[src/rtl/tt_um_hoene_input_arbiter_pkg.sv]
// Shared encodings for the input arbiter and the downstream protocol selector.
package tt_um_hoene_input_arbiter_pkg;

  typedef logic [1:0] arb_state_t;

  localparam arb_state_t IDLE    = 2'd0;
  localparam arb_state_t GRANT_A = 2'd1;
  localparam arb_state_t GRANT_B = 2'd2;
  localparam arb_state_t GUARD   = 2'd3;

  localparam logic SRC_DIN = 1'b1;
  localparam logic SRC_BIN = 1'b0;

endpackage

[src/rtl/tt_um_hoene_arbiter_timer.sv]
// Shared timeout/guard counter: clears on request, otherwise increments; flags the limit.
module tt_um_hoene_arbiter_timer #(
  parameter int CNT_W = 11
) (
  input  logic             clk,
  input  logic             rst_n,
  input  logic             clr_i,
  input  logic [CNT_W-1:0] limit_i,
  output logic             tc_o
);

  logic [CNT_W-1:0] cnt_q, cnt_d;

  assign cnt_d = clr_i ? '0 : cnt_q + CNT_W'(1);
  assign tc_o  = (cnt_q == limit_i);

  always_ff @(posedge clk or negedge rst_n) begin
    if (!rst_n) cnt_q <= '0;
    else        cnt_q <= cnt_d;
  end

endmodule

[src/rtl/tt_um_hoene_input_arbiter.sv]
// Grants one decoded Manchester stream (A=DIN, B=BIN) to the protocol selector at frame
// boundaries, with a guard gap between grants and a watchdog on stalled frames.
//
//   state   | meaning
//   IDLE    | no grant; waiting for an armed stream to raise sync (A wins ties)
//   GRANT_A | DIN forwarded through the output registers
//   GRANT_B | BIN forwarded through the output registers
//   GUARD   | outputs forced low for GUARD_CYCLES before the next grant
module tt_um_hoene_input_arbiter
  import tt_um_hoene_input_arbiter_pkg::*;
#(
  parameter int TIMEOUT_CYCLES = 1024,
  parameter int GUARD_CYCLES   = 16,
  parameter int CNT_W          = 11
) (
  input  logic       clk,
  input  logic       rst_n,
  input  logic       a_data,
  input  logic       a_clk,
  input  logic       a_sync,
  input  logic       b_data,
  input  logic       b_clk,
  input  logic       b_sync,
  output logic       out_data,
  output logic       out_clk,
  output logic       out_sync,
  output logic       in0selected,
  output logic       stall_err,
  output logic [7:0] switch_count
);

  localparam logic [CNT_W-1:0] TO_LIMIT = CNT_W'(TIMEOUT_CYCLES - 1);
  localparam logic [CNT_W-1:0] GD_LIMIT = CNT_W'(GUARD_CYCLES - 1);

  arb_state_t state_q, state_d;
  logic       armed_a_q, armed_a_d, armed_b_q, armed_b_d;
  logic       out_data_q, out_data_d, out_clk_q, out_clk_d, out_sync_q, out_sync_d;
  logic       in0sel_q, in0sel_d, stall_q, stall_d;
  logic [7:0] sw_cnt_q, sw_cnt_d;

  logic             tmr_clr, tmr_tc;
  logic [CNT_W-1:0] tmr_limit;
  logic             granted, g_data, g_clk, g_sync;
  logic             grant_a, grant_b, grant_src, timeout;

  assign granted = (state_q == GRANT_A) || (state_q == GRANT_B);
  assign g_data  = (state_q == GRANT_B) ? b_data : a_data;
  assign g_clk   = (state_q == GRANT_B) ? b_clk  : a_clk;
  assign g_sync  = (state_q == GRANT_B) ? b_sync : a_sync;

  assign grant_a   = (state_q == IDLE) && armed_a_q && a_sync;
  assign grant_b   = (state_q == IDLE) && !grant_a && armed_b_q && b_sync;
  assign grant_src = grant_a ? SRC_DIN : SRC_BIN;
  // A strobe in the final cycle counts as activity, so it never trips the watchdog.
  assign timeout   = granted && g_sync && !g_clk && tmr_tc;

  tt_um_hoene_arbiter_timer #(.CNT_W(CNT_W)) u_timer (
    .clk     (clk),
    .rst_n   (rst_n),
    .clr_i   (tmr_clr),
    .limit_i (tmr_limit),
    .tc_o    (tmr_tc)
  );

  always_ff @(posedge clk or negedge rst_n) begin
    if (!rst_n) state_q <= IDLE;
    else        state_q <= state_d;
  end

  always_comb begin
    state_d = state_q;
    case (state_q)
      IDLE: begin
        if (grant_a)      state_d = GRANT_A;
        else if (grant_b) state_d = GRANT_B;
      end
      GRANT_A, GRANT_B: if (!g_sync || timeout) state_d = GUARD;
      GUARD:            if (tmr_tc) state_d = IDLE;
      default:          state_d = IDLE;
    endcase
  end

  always_comb begin
    out_data_d = 1'b0;
    out_clk_d  = 1'b0;
    out_sync_d = 1'b0;
    armed_a_d  = armed_a_q | ~a_sync;
    armed_b_d  = armed_b_q | ~b_sync;
    in0sel_d   = in0sel_q;
    stall_d    = stall_q;
    sw_cnt_d   = sw_cnt_q;
    tmr_clr    = 1'b1;
    tmr_limit  = GD_LIMIT;
    case (state_q)
      IDLE: begin
        if (grant_a) armed_a_d = 1'b0;
        if (grant_b) armed_b_d = 1'b0;
        if (grant_a || grant_b) begin
          in0sel_d = grant_src;
          if (grant_src != in0sel_q && sw_cnt_q != 8'hFF) sw_cnt_d = sw_cnt_q + 8'd1;
        end
      end
      GRANT_A, GRANT_B: begin
        tmr_limit = TO_LIMIT;
        tmr_clr   = g_clk || !g_sync || timeout;
        if (timeout) begin
          stall_d = 1'b1;
        end else begin
          out_data_d = g_data;
          out_clk_d  = g_clk;
          // Keep sync up alongside a strobe that coincides with the falling sync.
          out_sync_d = g_sync | g_clk;
        end
      end
      GUARD:   tmr_clr = tmr_tc;
      default: tmr_clr = 1'b1;
    endcase
  end

  always_ff @(posedge clk or negedge rst_n) begin
    if (!rst_n) begin
      out_data_q <= 1'b0;
      out_clk_q  <= 1'b0;
      out_sync_q <= 1'b0;
      armed_a_q  <= 1'b0;
      armed_b_q  <= 1'b0;
      in0sel_q   <= SRC_DIN;
      stall_q    <= 1'b0;
      sw_cnt_q   <= 8'd0;
    end else begin
      out_data_q <= out_data_d;
      out_clk_q  <= out_clk_d;
      out_sync_q <= out_sync_d;
      armed_a_q  <= armed_a_d;
      armed_b_q  <= armed_b_d;
      in0sel_q   <= in0sel_d;
      stall_q    <= stall_d;
      sw_cnt_q   <= sw_cnt_d;
    end
  end

  assign out_data     = out_data_q;
  assign out_clk      = out_clk_q;
  assign out_sync     = out_sync_q;
  assign in0selected  = in0sel_q;
  assign stall_err    = stall_q;
  assign switch_count = sw_cnt_q;

endmodule

[config.mk]
export PLATFORM = sky130hd
export DESIGN_NAME = tt_um_hoene_input_arbiter
export DESIGN_NICKNAME = d
export VERILOG_FILES = /design/src/rtl/tt_um_hoene_input_arbiter_pkg.sv /design/src/rtl/tt_um_hoene_arbiter_timer.sv /design/src/rtl/tt_um_hoene_input_arbiter.sv
export SDC_FILE = /design/constraint.sdc
export NUM_CORES = 1
export LEC_CHECK = 0
export ABC_CLOCK_PERIOD_IN_PS = 2750
export CORE_UTILIZATION = 43
export CTS_BUF_LIST = sky130_fd_sc_hd__clkbuf_4 sky130_fd_sc_hd__clkbuf_8
export DETAILED_ROUTE_END_ITERATION = 10
export GPL_TIMING_DRIVEN = 0
export HOLD_SLACK_MARGIN = 0.03
export PLACE_DENSITY = 0.66
export SLEW_MARGIN = 10
export SYNTH_ARGS = -nofsm -noshare
export SYNTH_HDL_FRONTEND = slang
export SYNTH_SLANG_ARGS = --single-unit
[constraint.sdc]
create_clock -name clk -period 2.75 [get_ports clk]
set_clock_uncertainty 0.05 [all_clocks]
set_input_delay 0.4125 -clock clk [delete_from_list [all_inputs] [get_ports clk]]
set_output_delay 0.4125 -clock clk [all_outputs]
set_load 0.02 [all_outputs]
# Word-level counts from Yosys, hierarchy flattened
# Index checks and enable logic that the tools add are counted.
# word_totals
regBits,28
input_bits,8
output_inout_bits,13
wordCells,71
# op_classes
n_addsub,2
eq_ne,9
mux,22
bitwise_logic,5
n_reduce_logical,23
# ops
operator,count
2-to-1 mux 1 bit,14
adder 11 x 1 -> 11 bit (second input constant),1
equality test 11 x 10 -> 1 bit,1
2-to-1 mux 11 bit,1
2-to-1 mux 10 bit,1
logical AND 1 bit,9
adder 8 x 1 -> 8 bit (second input constant),1
2-to-1 mux 2 bit,4
inequality test 8 bit (second input constant),1
case mux 2 bit (3 select lines),1
AND reduction 3 bit,2
logical OR 1 bit,5
equality test 2 bit (second input constant),2
inequality test 2 bit (second input constant),2
AND reduction 2 bit,2
zero test 1 bit,3
inequality test 3 bit (second input constant),1
bitwise OR 1 bit,3
equality test 2 x 1 -> 1 bit (second input constant),1
zero test 2 bit,1
inverter 1 bit,2
case mux 1 bit (2 select lines),1
OR reduction 2 bit,1
inequality test 1 bit,1

# Depth between registers and ports, before layout
# Gate-level depths: netlist of the first run.
# depth
ltp_word,10
ltp_mapped,8
depth_no_buf,7

# Hierarchy
# From an unflattened synthesis of the first run, not the netlist that was laid out.
# unflattened
cells_unflattened,152
area_unflattened_um2,1542.7
# modules_own_cells
module,n_inst,cells_per_inst,area_per_inst_um2,seq_area_each_um2
tt_um_hoene_input_arbiter,1,88,905.9,426.7
tt_um_hoene_arbiter_timer,1,64,636.9,275.3

# Worst setup path after synthesis of the first run
# OpenSTA, ideal clock, no wires.
# synth_timing
kind,register to register
startpoint,register u_timer.cnt_q[0]
endpoint,register state_q[0]
setup_ps,128
arrival_time_ps,1794
t_required_ps,2572
path_slack_ps,778
path_stages_with_launch,7
path_buffers,0
synth_period_minus_slack_ps,1972
path_cell_list,dfrtp_1 ha_1 nand4b_2 nor4_4 a22oi_1 a211oi_2 mux2_1
# synth_between
elab_chain_cells,5
elab_cells_between_ends,6
cone_classes,eq/ne: 3; reduce/logical: 3
# synth_lines
element,line,rtl
from (decl),tt_um_hoene_arbiter_timer.sv:12,"logic [CNT_W-1:0] cnt_q, cnt_d;"
from (signal assigned),tt_um_hoene_arbiter_timer.sv:19,else cnt_q <= cnt_d;
equality test 11 x 10 -> 1 bit *,tt_um_hoene_arbiter_timer.sv:15,assign tc_o = (cnt_q == limit_i);
logical AND 1 bit,tt_um_hoene_input_arbiter.sv:55,assign timeout = granted && g_sync && !g_clk && tmr_tc;
logical OR 1 bit,tt_um_hoene_input_arbiter.sv:77,"GRANT_A, GRANT_B: if (!g_sync || timeout) state_d = GUARD;"
inequality test 2 bit (no line),n/a,
AND reduction 3 bit (no line) *,n/a,
to (signal assigned),tt_um_hoene_input_arbiter.sv:67,else state_q <= state_d;
to (decl),tt_um_hoene_input_arbiter.sv:35,"arb_state_t state_q, state_d;"
# Mark *: on every way between the ends. The rest lies on a longest branch, timed or not.
# A chain may end at the register's enable or synchronous reset.

# Worst setup path in the final report of the first run
# Ends and elaborated chain as after synthesis.

==> impl_metrics.prom, run 1 <==
# TYPE chip_impl_metric gauge
chip_impl_metric{name="synth.area.mux_share",unit="%"} 5.20
chip_impl_info{name="cts_root_buffer",value="sky130_fd_sc_hd__clkbuf_4"} 1
chip_impl_metric{name="finalSetupViolCount",unit=""} 0
chip_impl_metric{name="diodes",unit=""} 0
chip_impl_info{name="timing.critical_path.from_type",value="register"} 1
chip_impl_metric{name="core_area",unit="um2"} 3130
chip_impl_metric{name="drc",unit=""} 0
chip_impl_info{name="slowest_stage",value="sky130_fd_sc_hd__dfrtp_1"} 1
chip_impl_metric{name="cts.clk_slew.worst_paths",unit="ns"} 0.15
chip_impl_metric{name="final-hold-violation-count",unit=""} 0
chip_impl_info{name="rsz_0062_raised_after_global_routing",value="no"} 1
chip_impl_metric{name="cts-hold-fix-buffers",unit=""} 0
chip_impl_info{name="critPathKind",value="reg -> reg"} 1
chip_impl_info{name="worst_path_dominant_cell_family",value="simple AND/OR/NAND/NOR gates"} 1
chip_impl_metric{name="place.port_buffers",unit=""} 20
chip_impl_metric{name="synth-compound-area-share",unit="%"} 5.98
chip_impl_metric{name="finalCritPeriodShare",unit="%"} 78.9
chip_impl_info{name="synth.largest_area_cell",value="sky130_fd_sc_hd__dfrtp_1"} 1
chip_impl_metric{name="yosysTopAreaCellShare",unit="%"} 46.8
chip_impl_metric{name="synthArstFlopShare",unit="%"} 100
chip_impl_metric{name="postSynthNetCount",unit=""} 149
chip_impl_info{name="path_cells",value="ha_1 > nand4b_2 > nor4_4 > a22oi_1 > a211oi_2 > mux2_1"} 1
chip_impl_info{name="worst_setup_path_end_kind",value="register"} 1
chip_impl_metric{name="chipWidth",unit="um"} 59.9
chip_impl_metric{name="cap_viol_max_count",unit=""} 0
chip_impl_metric{name="worst_ep_arrival_time",unit="ns"} 2.34
chip_impl_metric{name="synth_simple_gate_area_share",unit="%"} 23.6
chip_impl_metric{name="finalMaxSlewViolations",unit=""} 0
chip_impl_metric{name="nNetsFinal",unit=""} 174
chip_impl_metric{name="finalCoreUtilization",unit="%"} 55.8
chip_impl_metric{name="final_replace_weighted_congestion",unit=""} 0.808
chip_impl_metric{name="synthDistinctLibCells",unit=""} 37
chip_impl_metric{name="pin_count_of_the_biggest_net_entering_global_routing",unit=""} 29
chip_impl_metric{name="area_growth",unit="%"} 21.0
chip_impl_info{name="synth_top_family_by_area",value="simple AND/OR/NAND/NOR gates"} 1
chip_impl_metric{name="die_height",unit="um"} 59.9
chip_impl_metric{name="antenna_violating_nets_post_route",unit=""} 0
chip_impl_metric{name="power_density_of_the_placed_cells",unit="nW/um2"} 914
chip_impl_metric{name="worst-slew-pin-transition",unit="ns"} 0.611
chip_impl_metric{name="biggest_fanout_along_the_worst_timing_path",unit=""} 4
chip_impl_metric{name="numCtsBuffers",unit=""} 3
chip_impl_metric{name="leakage_power_total",unit="nW"} 0.783
chip_impl_metric{name="cp_data_required_time",unit="ns"} 2.92
chip_impl_metric{name="worst_slew_margin_rel",unit="%"} 59.3
chip_impl_metric{name="synth_enable_flop_cells",unit=""} 0
chip_impl_metric{name="route.final.wire_length",unit="mm"} 2.54
chip_impl_metric{name="minimum_setup_slack_among_reg_to_reg_paths",unit="ns"} 0.58
chip_impl_metric{name="synthesis.yosys.warnings",unit=""} 0
chip_impl_metric{name="dr_total_vias",unit=""} 1068
chip_impl_info{name="status",value="finished, final reports clean"} 1
chip_impl_metric{name="cts_sinks",unit=""} 28
chip_impl_metric{name="cts.htree.levels",unit=""} 1
chip_impl_info{name="hold_path_class",value="in -> async"} 1
chip_impl_info{name="synth_flop_cell",value="sky130_fd_sc_hd__dfrtp_1"} 1
chip_impl_metric{name="highest_clock_frequency_the_design_can_meet",unit="GHz"} 0.461
chip_impl_metric{name="synth-seq-area-share",unit="%"} 48.7
chip_impl_metric{name="sum_of_negative_setup_slack",unit="ns"} 0
chip_impl_metric{name="std_cell_rows",unit=""} 20
chip_impl_metric{name="hpwlAfterDp",unit="mm"} 1.86
chip_impl_metric{name="design.portCount",unit=""} 21
chip_impl_metric{name="detailedRoute.firstIterationViolations",unit=""} 34
chip_impl_metric{name="cts-resized-gates",unit=""} 0
chip_impl_metric{name="grt_first_pass_wirelength",unit="mm"} 4.59
chip_impl_metric{name="start_util",unit="%"} 46.1
chip_impl_metric{name="synth.cell_area",unit="um2"} 1440
chip_impl_metric{name="insertion_delay",unit="ns"} 0.32
chip_impl_metric{name="placedInstanceArea",unit="um2"} 1700
chip_impl_metric{name="antenna_found_initial",unit=""} 0
chip_impl_metric{name="netlist_instances",unit=""} 135
chip_impl_metric{name="grt.overflow.total",unit=""} 0
chip_impl_metric{name="first_global_vias",unit=""} 1060
chip_impl_metric{name="worst_hold_slack",unit="ns"} 0.0225
chip_impl_info{name="cts_tree",value="done"} 1
chip_impl_metric{name="worstPathBufferInverterCount",unit=""} 0
chip_impl_metric{name="wl_per_cell",unit="um"} 12.5
chip_impl_metric{name="synth_register_bits",unit=""} 28
chip_impl_metric{name="dr.pass1.iters",unit=""} 4
chip_impl_info{name="critical_path.reg2reg.startpoint",value="u_timer.cnt_q[0]"} 1
chip_impl_metric{name="synth.avg_cell_area",unit="um2"} 10.7
chip_impl_metric{name="vias_per_cell",unit=""} 5.26
chip_impl_metric{name="rr_worst_depth",unit=""} 6
chip_impl_info{name="worstReg2RegEnd",value="state_q[0]"} 1
chip_impl_metric{name="post-cts-setup-buffer-count",unit=""} 0
chip_impl_info{name="netlist_top_cells_area",value="sky130_fd_sc_hd__dfrtp_1 (47%), sky130_fd_sc_hd__xnor2_1 (6.7%), sky130_fd_sc_hd__ha_1 (5.2%)"} 1
chip_impl_metric{name="clk_path_buf_depth",unit=""} 2
chip_impl_metric{name="synth-adder-area-share",unit="%"} 5.20
chip_impl_metric{name="groute.usage.overall",unit="%"} 17.0
chip_impl_metric{name="synth_xor_xnor_area_share",unit="%"} 9.71
chip_impl_metric{name="crit_path_max_incr_delay",unit="ns"} 0.41
chip_impl_metric{name="nFillCells",unit=""} 289
chip_impl_metric{name="ir_worst_vdd",unit="V"} 0.000561
chip_impl_metric{name="finalWorstPathRequiredPeriod",unit="ns"} 2.17
chip_impl_metric{name="fraction_of_layout_cells_with_a_size_suffix_above_1",unit="%"} 10.7
chip_impl_metric{name="die_area",unit="um2"} 3590
chip_impl_metric{name="postLayoutCellArea",unit="um2"} 1750
-- flip-flops by register name, summed over array words and instances, names as in the netlist --
register / count
out_data: 1
out_clk: 1
out_sync: 1
switch_count: 8
armed_a_q: 1
state_q: 2
in0selected: 1
armed_b_q: 1
stall_err: 1
u_timer.cnt_q: 11
-- logic make-up after synthesis --
group                      count (synthesis)
and+or+nand+nor                           59
DFF                                       28
xor gates and xnor gates                  16
AOI/OAI and AO/OA                         13
muxes                                      7
buffers and inverters                      6
adders and majority gates                  6
-- worst max-delay path by stage --
| stage | start | endpoint | slack [ns] | depth (start not counted) |
|---|---|---|---|---|
| floorplan | u_timer.cnt_q[0] | state_q[0] | 0.78 | 6 |
| global route | u_timer.cnt_q[0] | state_q[0] | 0.41 | 6 |
| finish | u_timer.cnt_q[0] | state_q[0] | 0.58 | 6 |
| CTS | u_timer.cnt_q[0] | state_q[0] | 0.56 | 6 |
| detailed placement | a_sync | switch_count[5] | 0.39 | 6 |
| global placement | a_sync | switch_count[5] | 0.43 | 6 |
-- power breakdown --
group,internal [W],switching [W]
Clock,0.000147,0.000121
Combinational,0.000331,0.000400
Sequential,0.000515,0.0000817
Total,0.000993,0.000602
-- Yosys cell counts (2+ instances only) --
cell / n
sky130_fd_sc_hd__nand3_1: 8
sky130_fd_sc_hd__o21ai_0: 4
sky130_fd_sc_hd__nand4_1: 2
sky130_fd_sc_hd__nor4_1: 3
sky130_fd_sc_hd__nand2_1: 13
sky130_fd_sc_hd__xor2_1: 5
sky130_fd_sc_hd__nor2_1: 15
sky130_fd_sc_hd__a21oi_1: 3
sky130_fd_sc_hd__ha_1: 6
sky130_fd_sc_hd__mux2i_1: 3
sky130_fd_sc_hd__xnor2_1: 11
sky130_fd_sc_hd__nor3_1: 3
sky130_fd_sc_hd__dfrtp_1: 27
sky130_fd_sc_hd__mux2_2: 3
sky130_fd_sc_hd__inv_1: 5
sky130_fd_sc_hd__and3_1: 3
-- final cells by class --
class	instances	area (um2)	area share, %
Buffer	1	5.00	0.287
Clock buffer	3	22.5	1.29
Clock inverter	1	30.0	1.72
Inverter	5	18.8	1.08
Multi-Input combinational cell	101	717	41.1
Sequential cell	28	702	40.2
Tap cell	44	55.1	3.15
Timing Repair Buffer	20	195	11.2
-- routing by layer --
layer	part of all wire (%)	track usage, %	wire (um)	up-vias
met5	0	0	0	-
met2	48	28.4	1210	20
met4	0.75	4.65	19	0
met3	3.0	3.46	76	2
met1	48	22.4	1230	527
li1	-	-	-	519
-- placed cells by master (no fill, tap or decap), drive strengths merged, types with 2 or more instances in the layout --
master         synthesis  layout
clkdlybuf4s50          0      19
xor2                   5       5
nand4b                 2       2
buf                    1       2
a21oi                  3       3
clkbuf                 0       3
nor3                   3       3
o21ai                  4       4
nor4                   5       5
mux2i                  3       3
inv                    5       5
nand2                 13      13
and3                   3       3
dfrtp                 27      27
nor3b                  2       2
nor2                  15      15
ha                     6       6
nand4                  2       2
nand3                  8       8
mux2                   4       4
xnor2                 11      11
-- through the flow --
stage	power (W)	worst slack, ns	cells
final	0.00159	0.580	203
after global routing	0.00171	0.405	203
after CTS	0.00162	0.555	203
after detailed placement	0.00134	0.386	199
after global placement	0.00131	0.431	199
after floorplan	0.00110	0.778	135
Power figures use the tool's default switching activity.
==> inputs of run 2 (changes only) <==
--- a/config.mk
+++ b/config.mk
@@ -5,7 +5,7 @@
 export SDC_FILE = /design/constraint.sdc
 export NUM_CORES = 1
 export LEC_CHECK = 0
-export ABC_CLOCK_PERIOD_IN_PS = 2750
+export ABC_CLOCK_PERIOD_IN_PS = 2100
 export CORE_UTILIZATION = 43
 export CTS_BUF_LIST = sky130_fd_sc_hd__clkbuf_4 sky130_fd_sc_hd__clkbuf_8
 export DETAILED_ROUTE_END_ITERATION = 10
==> constraint.sdc (replaced) <==
create_clock -name clk -period 2.1 [get_ports clk]
set_clock_uncertainty 0.05 [all_clocks]
set_input_delay 0.315 -clock clk [delete_from_list [all_inputs] [get_ports clk]]
set_output_delay 0.315 -clock clk [all_outputs]
set_load 0.02 [all_outputs]
==> run 2 against run 1 <==
  * Via count is 2.2% higher
  * Clock power is 31% higher
  * Highest routed layer unchanged
  * Sequential cell count stayed put
  * Sequential share of layout area is 2.7 points lower
  * First-iteration DRC count is 26% lower
  * Maximum frequency is 4.9% higher
  * Worst hold slack better by 0.41 ns
  * Largest power group unchanged
  * Worst setup slack worse by 0.55 ns
  * Cell area is 7.2% higher
==> impl_metrics.prom, run 2 (synthesis gave the netlist of run 1 again) <==
# TYPE chip_impl_metric gauge
chip_impl_info{name="hold_path_class",value="reg -> reg"} 1
chip_impl_metric{name="cap_viol_max_count",unit=""} 0
chip_impl_metric{name="nFillCells",unit=""} 270
chip_impl_metric{name="place.port_buffers",unit=""} 20
chip_impl_info{name="cts_tree",value="done"} 1
chip_impl_info{name="layout.cells.most_common_list",value="sky130_fd_sc_hd__dfrtp_1 (27), sky130_fd_sc_hd__clkdlybuf4s50_1 (19), sky130_fd_sc_hd__nor2_1 (15), sky130_fd_sc_hd__nand2_1 (13), sky130_fd_sc_hd__xnor2_1 (11)"} 1
chip_impl_info{name="worst_setup_path_end_kind",value="register"} 1
chip_impl_metric{name="drc",unit=""} 0
chip_impl_metric{name="timing.final.ws_setup",unit="ns"} 0.0302
chip_impl_metric{name="std_cell_rows",unit=""} 20
chip_impl_metric{name="insertion_delay",unit="ns"} 0.32
chip_impl_metric{name="power_density_of_the_placed_cells",unit="nW/um2"} 1230
chip_impl_info{name="layout_commonest_cell",value="sky130_fd_sc_hd__dfrtp_1"} 1
chip_impl_metric{name="die_area",unit="um2"} 3590
chip_impl_metric{name="grt_util_met2",unit="%"} 29.0
chip_impl_info{name="setup.worst_path.start",value="state_q[1]"} 1
chip_impl_metric{name="antenna_violating_nets_post_route",unit=""} 0
chip_impl_metric{name="comb_power_share",unit="%"} 50.4
chip_impl_metric{name="worst-slew-pin-transition",unit="ns"} 0.618
chip_impl_metric{name="vias_per_cell",unit=""} 5.13
chip_impl_metric{name="p_total",unit="W"} 0.00230
chip_impl_metric{name="leakage_power_total",unit="nW"} 0.854
chip_impl_info{name="critPathKind",value="reg -> reg"} 1
chip_impl_metric{name="finalWorstPathRequiredPeriod",unit="ns"} 2.07
chip_impl_metric{name="pin_count_of_the_biggest_net_entering_global_routing",unit=""} 29
chip_impl_metric{name="largest_register_ff_count",unit=""} 11
chip_impl_metric{name="power.switching",unit="W"} 0.000862
chip_impl_metric{name="sum_of_negative_setup_slack",unit="ns"} 0
chip_impl_metric{name="switching_share",unit="%"} 37.5
chip_impl_metric{name="grt_first_pass_wirelength",unit="mm"} 4.67
chip_impl_metric{name="finalSetupViolCount",unit=""} 0
chip_impl_metric{name="chipWidth",unit="um"} 59.9
chip_impl_metric{name="cts_sinks",unit=""} 28
chip_impl_metric{name="worst_ep_arrival_time",unit="ns"} 2.24
chip_impl_metric{name="cts.htree.levels",unit=""} 1
chip_impl_metric{name="antenna_found_initial",unit=""} 0
chip_impl_metric{name="nNetsFinal",unit=""} 184
chip_impl_metric{name="part_of_the_power_in_registers",unit="%"} 34.3
chip_impl_metric{name="intPower",unit="W"} 0.00144
chip_impl_metric{name="dr_total_vias",unit=""} 1092
chip_impl_info{name="max_flop_register",value="u_timer.cnt_q"} 1
chip_impl_metric{name="start_util",unit="%"} 46.1
chip_impl_metric{name="final-hold-violation-count",unit=""} 0
chip_impl_metric{name="highest_clock_frequency_the_design_can_meet",unit="GHz"} 0.483
chip_impl_metric{name="detailedRoute.firstIterationViolations",unit=""} 25
chip_impl_metric{name="detailedPlace.worstSlack",unit="ns"} -0.167
chip_impl_metric{name="route.final.wire_length",unit="mm"} 2.73
chip_impl_metric{name="dr.pass1.iters",unit=""} 4
chip_impl_metric{name="die_height",unit="um"} 59.9
chip_impl_metric{name="finalMaxSlewViolations",unit=""} 0
chip_impl_metric{name="numCtsBuffers",unit=""} 3
chip_impl_metric{name="area_growth",unit="%"} 29.7
chip_impl_info{name="worstReg2RegEnd",value="state_q[0]"} 1
chip_impl_info{name="crit_end",value="state_q[0]"} 1
chip_impl_metric{name="biggest_fanout_along_the_worst_timing_path",unit=""} 7
chip_impl_metric{name="hpwlAfterDp",unit="mm"} 1.86
chip_impl_info{name="critical_path.reg2reg.startpoint",value="state_q[1]"} 1
chip_impl_metric{name="fraction_of_layout_cells_with_a_size_suffix_above_1",unit="%"} 18.3
chip_impl_metric{name="use_met1",unit="%"} 22.7
chip_impl_metric{name="cts.clk_slew.worst_paths",unit="ns"} 0.15
chip_impl_info{name="timing.critical_path.from_type",value="register"} 1
chip_impl_metric{name="wl_per_cell",unit="um"} 12.8
chip_impl_metric{name="worst_slew_margin_rel",unit="%"} 58.8
chip_impl_metric{name="power.share.clock",unit="%"} 15.3
chip_impl_metric{name="design.portCount",unit=""} 21
chip_impl_info{name="status",value="finished, final reports clean"} 1
chip_impl_info{name="cts_root_buffer",value="sky130_fd_sc_hd__clkbuf_4"} 1
chip_impl_metric{name="first_global_vias",unit=""} 1071
chip_impl_metric{name="ir_worst_vdd",unit="V"} 0.000746
chip_impl_metric{name="minimum_setup_slack_among_reg_to_reg_paths",unit="ns"} 0.03
chip_impl_metric{name="grtUsageMet3",unit="%"} 3.46
chip_impl_metric{name="grt.overflow.total",unit=""} 0
chip_impl_metric{name="worst_hold_slack",unit="ns"} 0.433
chip_impl_metric{name="groute.usage.overall",unit="%"} 17.3
chip_impl_metric{name="cp_data_required_time",unit="ns"} 2.27
chip_impl_metric{name="clk_path_buf_depth",unit=""} 2
chip_impl_metric{name="rr_worst_depth",unit=""} 6
chip_impl_metric{name="diodes",unit=""} 0
chip_impl_info{name="global_route.peak_usage_layer",value="met2"} 1
chip_impl_metric{name="final_replace_weighted_congestion",unit=""} 0.808
chip_impl_metric{name="core_area",unit="um2"} 3130
chip_impl_metric{name="finalCritPeriodShare",unit="%"} 98.6
==> run 2: worst min path at each step <==
stage                           end  slack, ns  depth (start not counted)  startpoint
after floorplan           armed_a_q      -0.03                          0       rst_n
after global placement    stall_err       0.39                          1   stall_err
after detailed placement  stall_err       0.40                          1   stall_err
after CTS                 stall_err       0.43                          1   stall_err
after global routing      stall_err       0.44                          1   stall_err
final                     stall_err       0.43                          1   stall_err
==> run 2: what timing repair did <==
| item | 4_1_cts | 5_1_grt |
|---|---|---|
| gates resized for setup | 2 | 7 |
| pin swaps | 2 | 2 |
| setup buffers | 1 | 8 |
| hold buffers | 0 | 1 |
| setup endpoints to repair | 1 | 2 |
| endpoints found under the hold margin | 0 | 27 |
==> run 2: per-stage QoR <==
stage / std cells / util [%] / cell area (um2)
2_1_floorplan: 135 / - / 1440
3_3_place_gp: 199 / 54.3 / 1700
3_5_place_dp: 199 / 54.3 / 1700
4_1_cts: 204 / 56.4 / 1760
5_1_grt: 213 / 59.8 / 1870
6_report: 213 / 59.8 / 1870
==> run 2: routing by layer <==
| metal | share of wire, % | up-vias |
|---|---|---|
| met5 | 0 | - |
| met4 | 1.6 | 0 |
| met3 | 3.7 | 6 |
| met2 | 48 | 24 |
| met1 | 46 | 521 |
| li1 | - | 541 |
==> run 2: power by group through the flow <==
stage,combinational (W),sequential [W],clock [W]
after global placement,0.000936,0.000785,0
after detailed placement,0.000963,0.000789,0
after floorplan,0.000575,0.000863,0
final,0.00116,0.000788,0.000351
after CTS,0.00101,0.000780,0.000365
after global routing,0.00127,0.000804,0.000380
==> run 2: worst max-delay path, stage by stage (launching register included) <==
cell and delay [ns]:
sky130_fd_sc_hd__dfrtp_1 0.44, sky130_fd_sc_hd__inv_1 0.11, sky130_fd_sc_hd__ha_2 0.34, sky130_fd_sc_hd__nor4_4 0.30
sky130_fd_sc_hd__a21oi_1 0.09, sky130_fd_sc_hd__a211oi_2 0.30, sky130_fd_sc_hd__mux2_4 0.34
==> run 2: layout make-up <==
cell class	count	area [um2]	share of cell area, %
tap	44	55.1	2.94
buffer	1	5.00	0.267
inverter	5	18.8	1.00
clock inverter	1	30.0	1.60
timing repair buffer	30	273	14.6
multi-input combinational	101	766	40.9
sequential	28	702	37.5
clock buffer	3	22.5	1.20
==> inputs of run 3 (changes only) <==
--- a/config.mk
+++ b/config.mk
@@ -5,13 +5,12 @@
 export SDC_FILE = /design/constraint.sdc
 export NUM_CORES = 1
 export LEC_CHECK = 0
-export ABC_CLOCK_PERIOD_IN_PS = 2100
-export CORE_UTILIZATION = 43
+export ABC_CLOCK_PERIOD_IN_PS = 2230
+export CORE_UTILIZATION = 36
 export CTS_BUF_LIST = sky130_fd_sc_hd__clkbuf_4 sky130_fd_sc_hd__clkbuf_8
 export DETAILED_ROUTE_END_ITERATION = 10
 export GPL_TIMING_DRIVEN = 0
 export HOLD_SLACK_MARGIN = 0.03
-export PLACE_DENSITY = 0.66
 export SLEW_MARGIN = 10
 export SYNTH_ARGS = -nofsm -noshare
 export SYNTH_HDL_FRONTEND = slang
==> constraint.sdc (replaced) <==
create_clock -name clk -period 2.23 [get_ports clk]
set_clock_uncertainty 0.05 [all_clocks]
set_input_delay 0.3345 -clock clk [delete_from_list [all_inputs] [get_ports clk]]
set_output_delay 0.3345 -clock clk [all_outputs]
set_load 0.02 [all_outputs]
==> run 3 against run 2 <==
  * Worst setup slack improved by 0.13 ns
  * Worst hold slack got worse by 0.42 ns
  * Sequential share of layout area rose by 2.6 points
  * Global-route usage fell by 2.9 points
  * Highest routed layer unchanged
  * Die area rose by 19%
  * First-iteration DRC count is 28% higher
  * Cell area shrank 6.6%
  * Clock power is 17% lower
  * Via count is 2.1% lower
==> impl_metrics.prom, run 3 (synthesis gave the netlist of run 1 again) <==
# TYPE chip_impl_metric gauge
chip_impl_metric{name="finalWorstPathRequiredPeriod",unit="ns"} 2.07
chip_impl_info{name="layout_commonest_cell",value="sky130_fd_sc_hd__dfrtp_1"} 1
chip_impl_metric{name="cp_data_required_time",unit="ns"} 2.34
chip_impl_metric{name="hpwlAfterDp",unit="mm"} 1.96
chip_impl_metric{name="insertion_delay",unit="ns"} 0.27
chip_impl_info{name="worst_setup_path_end_kind",value="register"} 1
chip_impl_metric{name="cts.htree.levels",unit=""} 1
chip_impl_metric{name="use_met1",unit="%"} 19.1
chip_impl_info{name="critical_path.reg2reg.startpoint",value="state_q[0]"} 1
chip_impl_metric{name="area_of_the_multi_input_gates",unit="um2"} 719
chip_impl_metric{name="groute.usage.overall",unit="%"} 14.4
chip_impl_info{name="hold_path_class",value="in -> async"} 1
chip_impl_metric{name="power_density_of_the_placed_cells",unit="nW/um2"} 1100
chip_impl_info{name="layout.cells.most_common_list",value="sky130_fd_sc_hd__dfrtp_1 (27), sky130_fd_sc_hd__clkdlybuf4s50_1 (19), sky130_fd_sc_hd__nor2_1 (15), sky130_fd_sc_hd__nand2_1 (13), sky130_fd_sc_hd__xnor2_1 (11)"} 1
chip_impl_metric{name="nNetsFinal",unit=""} 174
chip_impl_metric{name="die_height",unit="um"} 65.3
chip_impl_metric{name="finalMaxSlewViolations",unit=""} 0
chip_impl_metric{name="chipWidth",unit="um"} 65.3
chip_impl_info{name="max_flop_register",value="u_timer.cnt_q"} 1
chip_impl_metric{name="minimum_setup_slack_among_reg_to_reg_paths",unit="ns"} 0.16
chip_impl_metric{name="p_total",unit="W"} 0.00192
chip_impl_metric{name="core_area",unit="um2"} 3740
chip_impl_metric{name="first_global_vias",unit=""} 1048
chip_impl_metric{name="vias_per_cell",unit=""} 5.16
chip_impl_metric{name="finalSetupViolCount",unit=""} 0
chip_impl_metric{name="grt_util_met2",unit="%"} 23.2
chip_impl_metric{name="std_cell_rows",unit=""} 22
chip_impl_metric{name="worst_slew_margin_rel",unit="%"} 58.9
chip_impl_metric{name="largest_register_ff_count",unit=""} 11
chip_impl_metric{name="finalCoreUtilization",unit="%"} 46.7
chip_impl_metric{name="antenna_violating_nets_post_route",unit=""} 0
chip_impl_metric{name="post-cts-setup-buffer-count",unit=""} 0
chip_impl_metric{name="cts-hold-fix-buffers",unit=""} 0
chip_impl_metric{name="rr_worst_depth",unit=""} 6
chip_impl_metric{name="place.port_buffers",unit=""} 20
chip_impl_metric{name="worst_ep_arrival_time",unit="ns"} 2.18
chip_impl_metric{name="start_util",unit="%"} 38.5
chip_impl_metric{name="drc",unit=""} 0
chip_impl_metric{name="seq_area",unit="um2"} 702
chip_impl_metric{name="cap_viol_max_count",unit=""} 0
chip_impl_metric{name="cts.clk_slew.worst_paths",unit="ns"} 0.09
chip_impl_metric{name="highest_clock_frequency_the_design_can_meet",unit="GHz"} 0.482
chip_impl_metric{name="design.portCount",unit=""} 21
chip_impl_info{name="critPathKind",value="reg -> reg"} 1
chip_impl_metric{name="detailedRoute.firstIterationViolations",unit=""} 32
chip_impl_info{name="cts_tree",value="done"} 1
chip_impl_info{name="status",value="finished, final reports clean"} 1
chip_impl_info{name="worstReg2RegEnd",value="state_q[0]"} 1
chip_impl_metric{name="ir_worst_vdd",unit="V"} 0.000455
chip_impl_metric{name="biggest_fanout_along_the_worst_timing_path",unit=""} 7
chip_impl_metric{name="wl_per_cell",unit="um"} 13.4
chip_impl_metric{name="numCtsBuffers",unit=""} 3
chip_impl_metric{name="grtUsageMet3",unit="%"} 3.47
chip_impl_metric{name="nFillCells",unit=""} 376
chip_impl_metric{name="area_growth",unit="%"} 21.2
chip_impl_info{name="cts_root_buffer",value="sky130_fd_sc_hd__clkbuf_8"} 1
chip_impl_metric{name="dr_total_vias",unit=""} 1069
chip_impl_metric{name="antenna_found_initial",unit=""} 0
chip_impl_metric{name="finalCritPeriodShare",unit="%"} 93.0
chip_impl_metric{name="worst-slew-pin-transition",unit="ns"} 0.616
chip_impl_metric{name="dr.pass1.iters",unit=""} 4
chip_impl_info{name="rsz_0062_raised_after_global_routing",value="no"} 1
chip_impl_metric{name="grt.overflow.total",unit=""} 0
chip_impl_metric{name="leakage_power_total",unit="nW"} 0.781
chip_impl_metric{name="route.final.wire_length",unit="mm"} 2.77
chip_impl_info{name="timing.critical_path.from_type",value="register"} 1
chip_impl_metric{name="fraction_of_layout_cells_with_a_size_suffix_above_1",unit="%"} 11.3
chip_impl_metric{name="worst_hold_slack",unit="ns"} 0.0139
chip_impl_metric{name="final_replace_weighted_congestion",unit=""} 0.764
chip_impl_metric{name="cts_sinks",unit=""} 28
chip_impl_metric{name="diodes",unit=""} 0
chip_impl_info{name="global_route.peak_usage_layer",value="met2"} 1
chip_impl_metric{name="grt_first_pass_wirelength",unit="mm"} 4.78
chip_impl_metric{name="final-hold-violation-count",unit=""} 0
chip_impl_metric{name="clk_path_buf_depth",unit=""} 2
chip_impl_metric{name="pin_count_of_the_biggest_net_entering_global_routing",unit=""} 29
chip_impl_metric{name="die_area",unit="um2"} 4260
## run 3: cell count changes in the layout (fill, tap and decap cells not counted), sizes merged
cell / before / now
dlygate4sd3: 1 / 0
buf: 11 / 2
clkbuf: 3 / 4
bufinv: 1 / 0
## run 3: worst max-delay path: stages (launching register included)
cell,delay (ns)
sky130_fd_sc_hd__dfrtp_1,0.39
sky130_fd_sc_hd__inv_1,0.09
sky130_fd_sc_hd__ha_1,0.40
sky130_fd_sc_hd__nor4_2,0.29
sky130_fd_sc_hd__a21oi_1,0.08
sky130_fd_sc_hd__a211oi_2,0.31
sky130_fd_sc_hd__mux2_1,0.35
## run 3: timing repair
item | CTS | global route
hold endpoints to repair | 0 | 0
resized for setup | 0 | 1
setup endpoints to repair | 0 | 1
## run 3: power breakdown
group          internal (W)  leakage [nW]  switching (W)
sequential         0.000635         0.362       0.000102
clock              0.000140        0.0262       0.000152
combinational      0.000406         0.393       0.000486
## run 3: metrics by stage
| step | instance area (um2) | setup slack (ns) | setup TNS (ns) | instances |
|---|---|---|---|---|
| 6_report | 1750 | 0.155 | 0 | 207 |
| 5_1_grt | 1750 | 0.0169 | 0 | 207 |
| 2_1_floorplan | 1440 | 0.258 | 0 | 135 |
| 3_5_place_dp | 1700 | -0.0335 | -0.0711 | 203 |
| 4_1_cts | 1750 | 0.0315 | 0 | 207 |
| 3_3_place_gp | 1700 | -0.0122 | -0.0241 | 203 |
## run 3: layout make-up
type | instances | area share (%)
Buffer | 1 | 0.286
Tap cell | 48 | 3.43
Clock buffer | 4 | 2.79
Inverter | 5 | 1.07
Multi-Input combinational cell | 101 | 41.1
Timing Repair Buffer | 20 | 11.2
Sequential cell | 28 | 40.1
## run 3: worst max-delay path by stage
stage | cells after the start | to | start | slack [ns]
3_5_place_dp | 6 | switch_count[7] | a_sync | -0.03
4_1_cts | 6 | state_q[0] | u_timer.cnt_q[0] | 0.03
2_1_floorplan | 6 | state_q[0] | u_timer.cnt_q[0] | 0.26
5_1_grt | 6 | state_q[0] | state_q[0] | 0.02
6_report | 6 | state_q[0] | state_q[0] | 0.16
3_3_place_gp | 6 | switch_count[7] | a_sync | -0.01
## run 3: routing by layer
layer  vias to the layer above  part of all wire, %
li1                        516                    -
met1                       529                   50
met5                         -                    0
met2                        22                   45
met4                         0                 0.25
met3                         2                  4.0
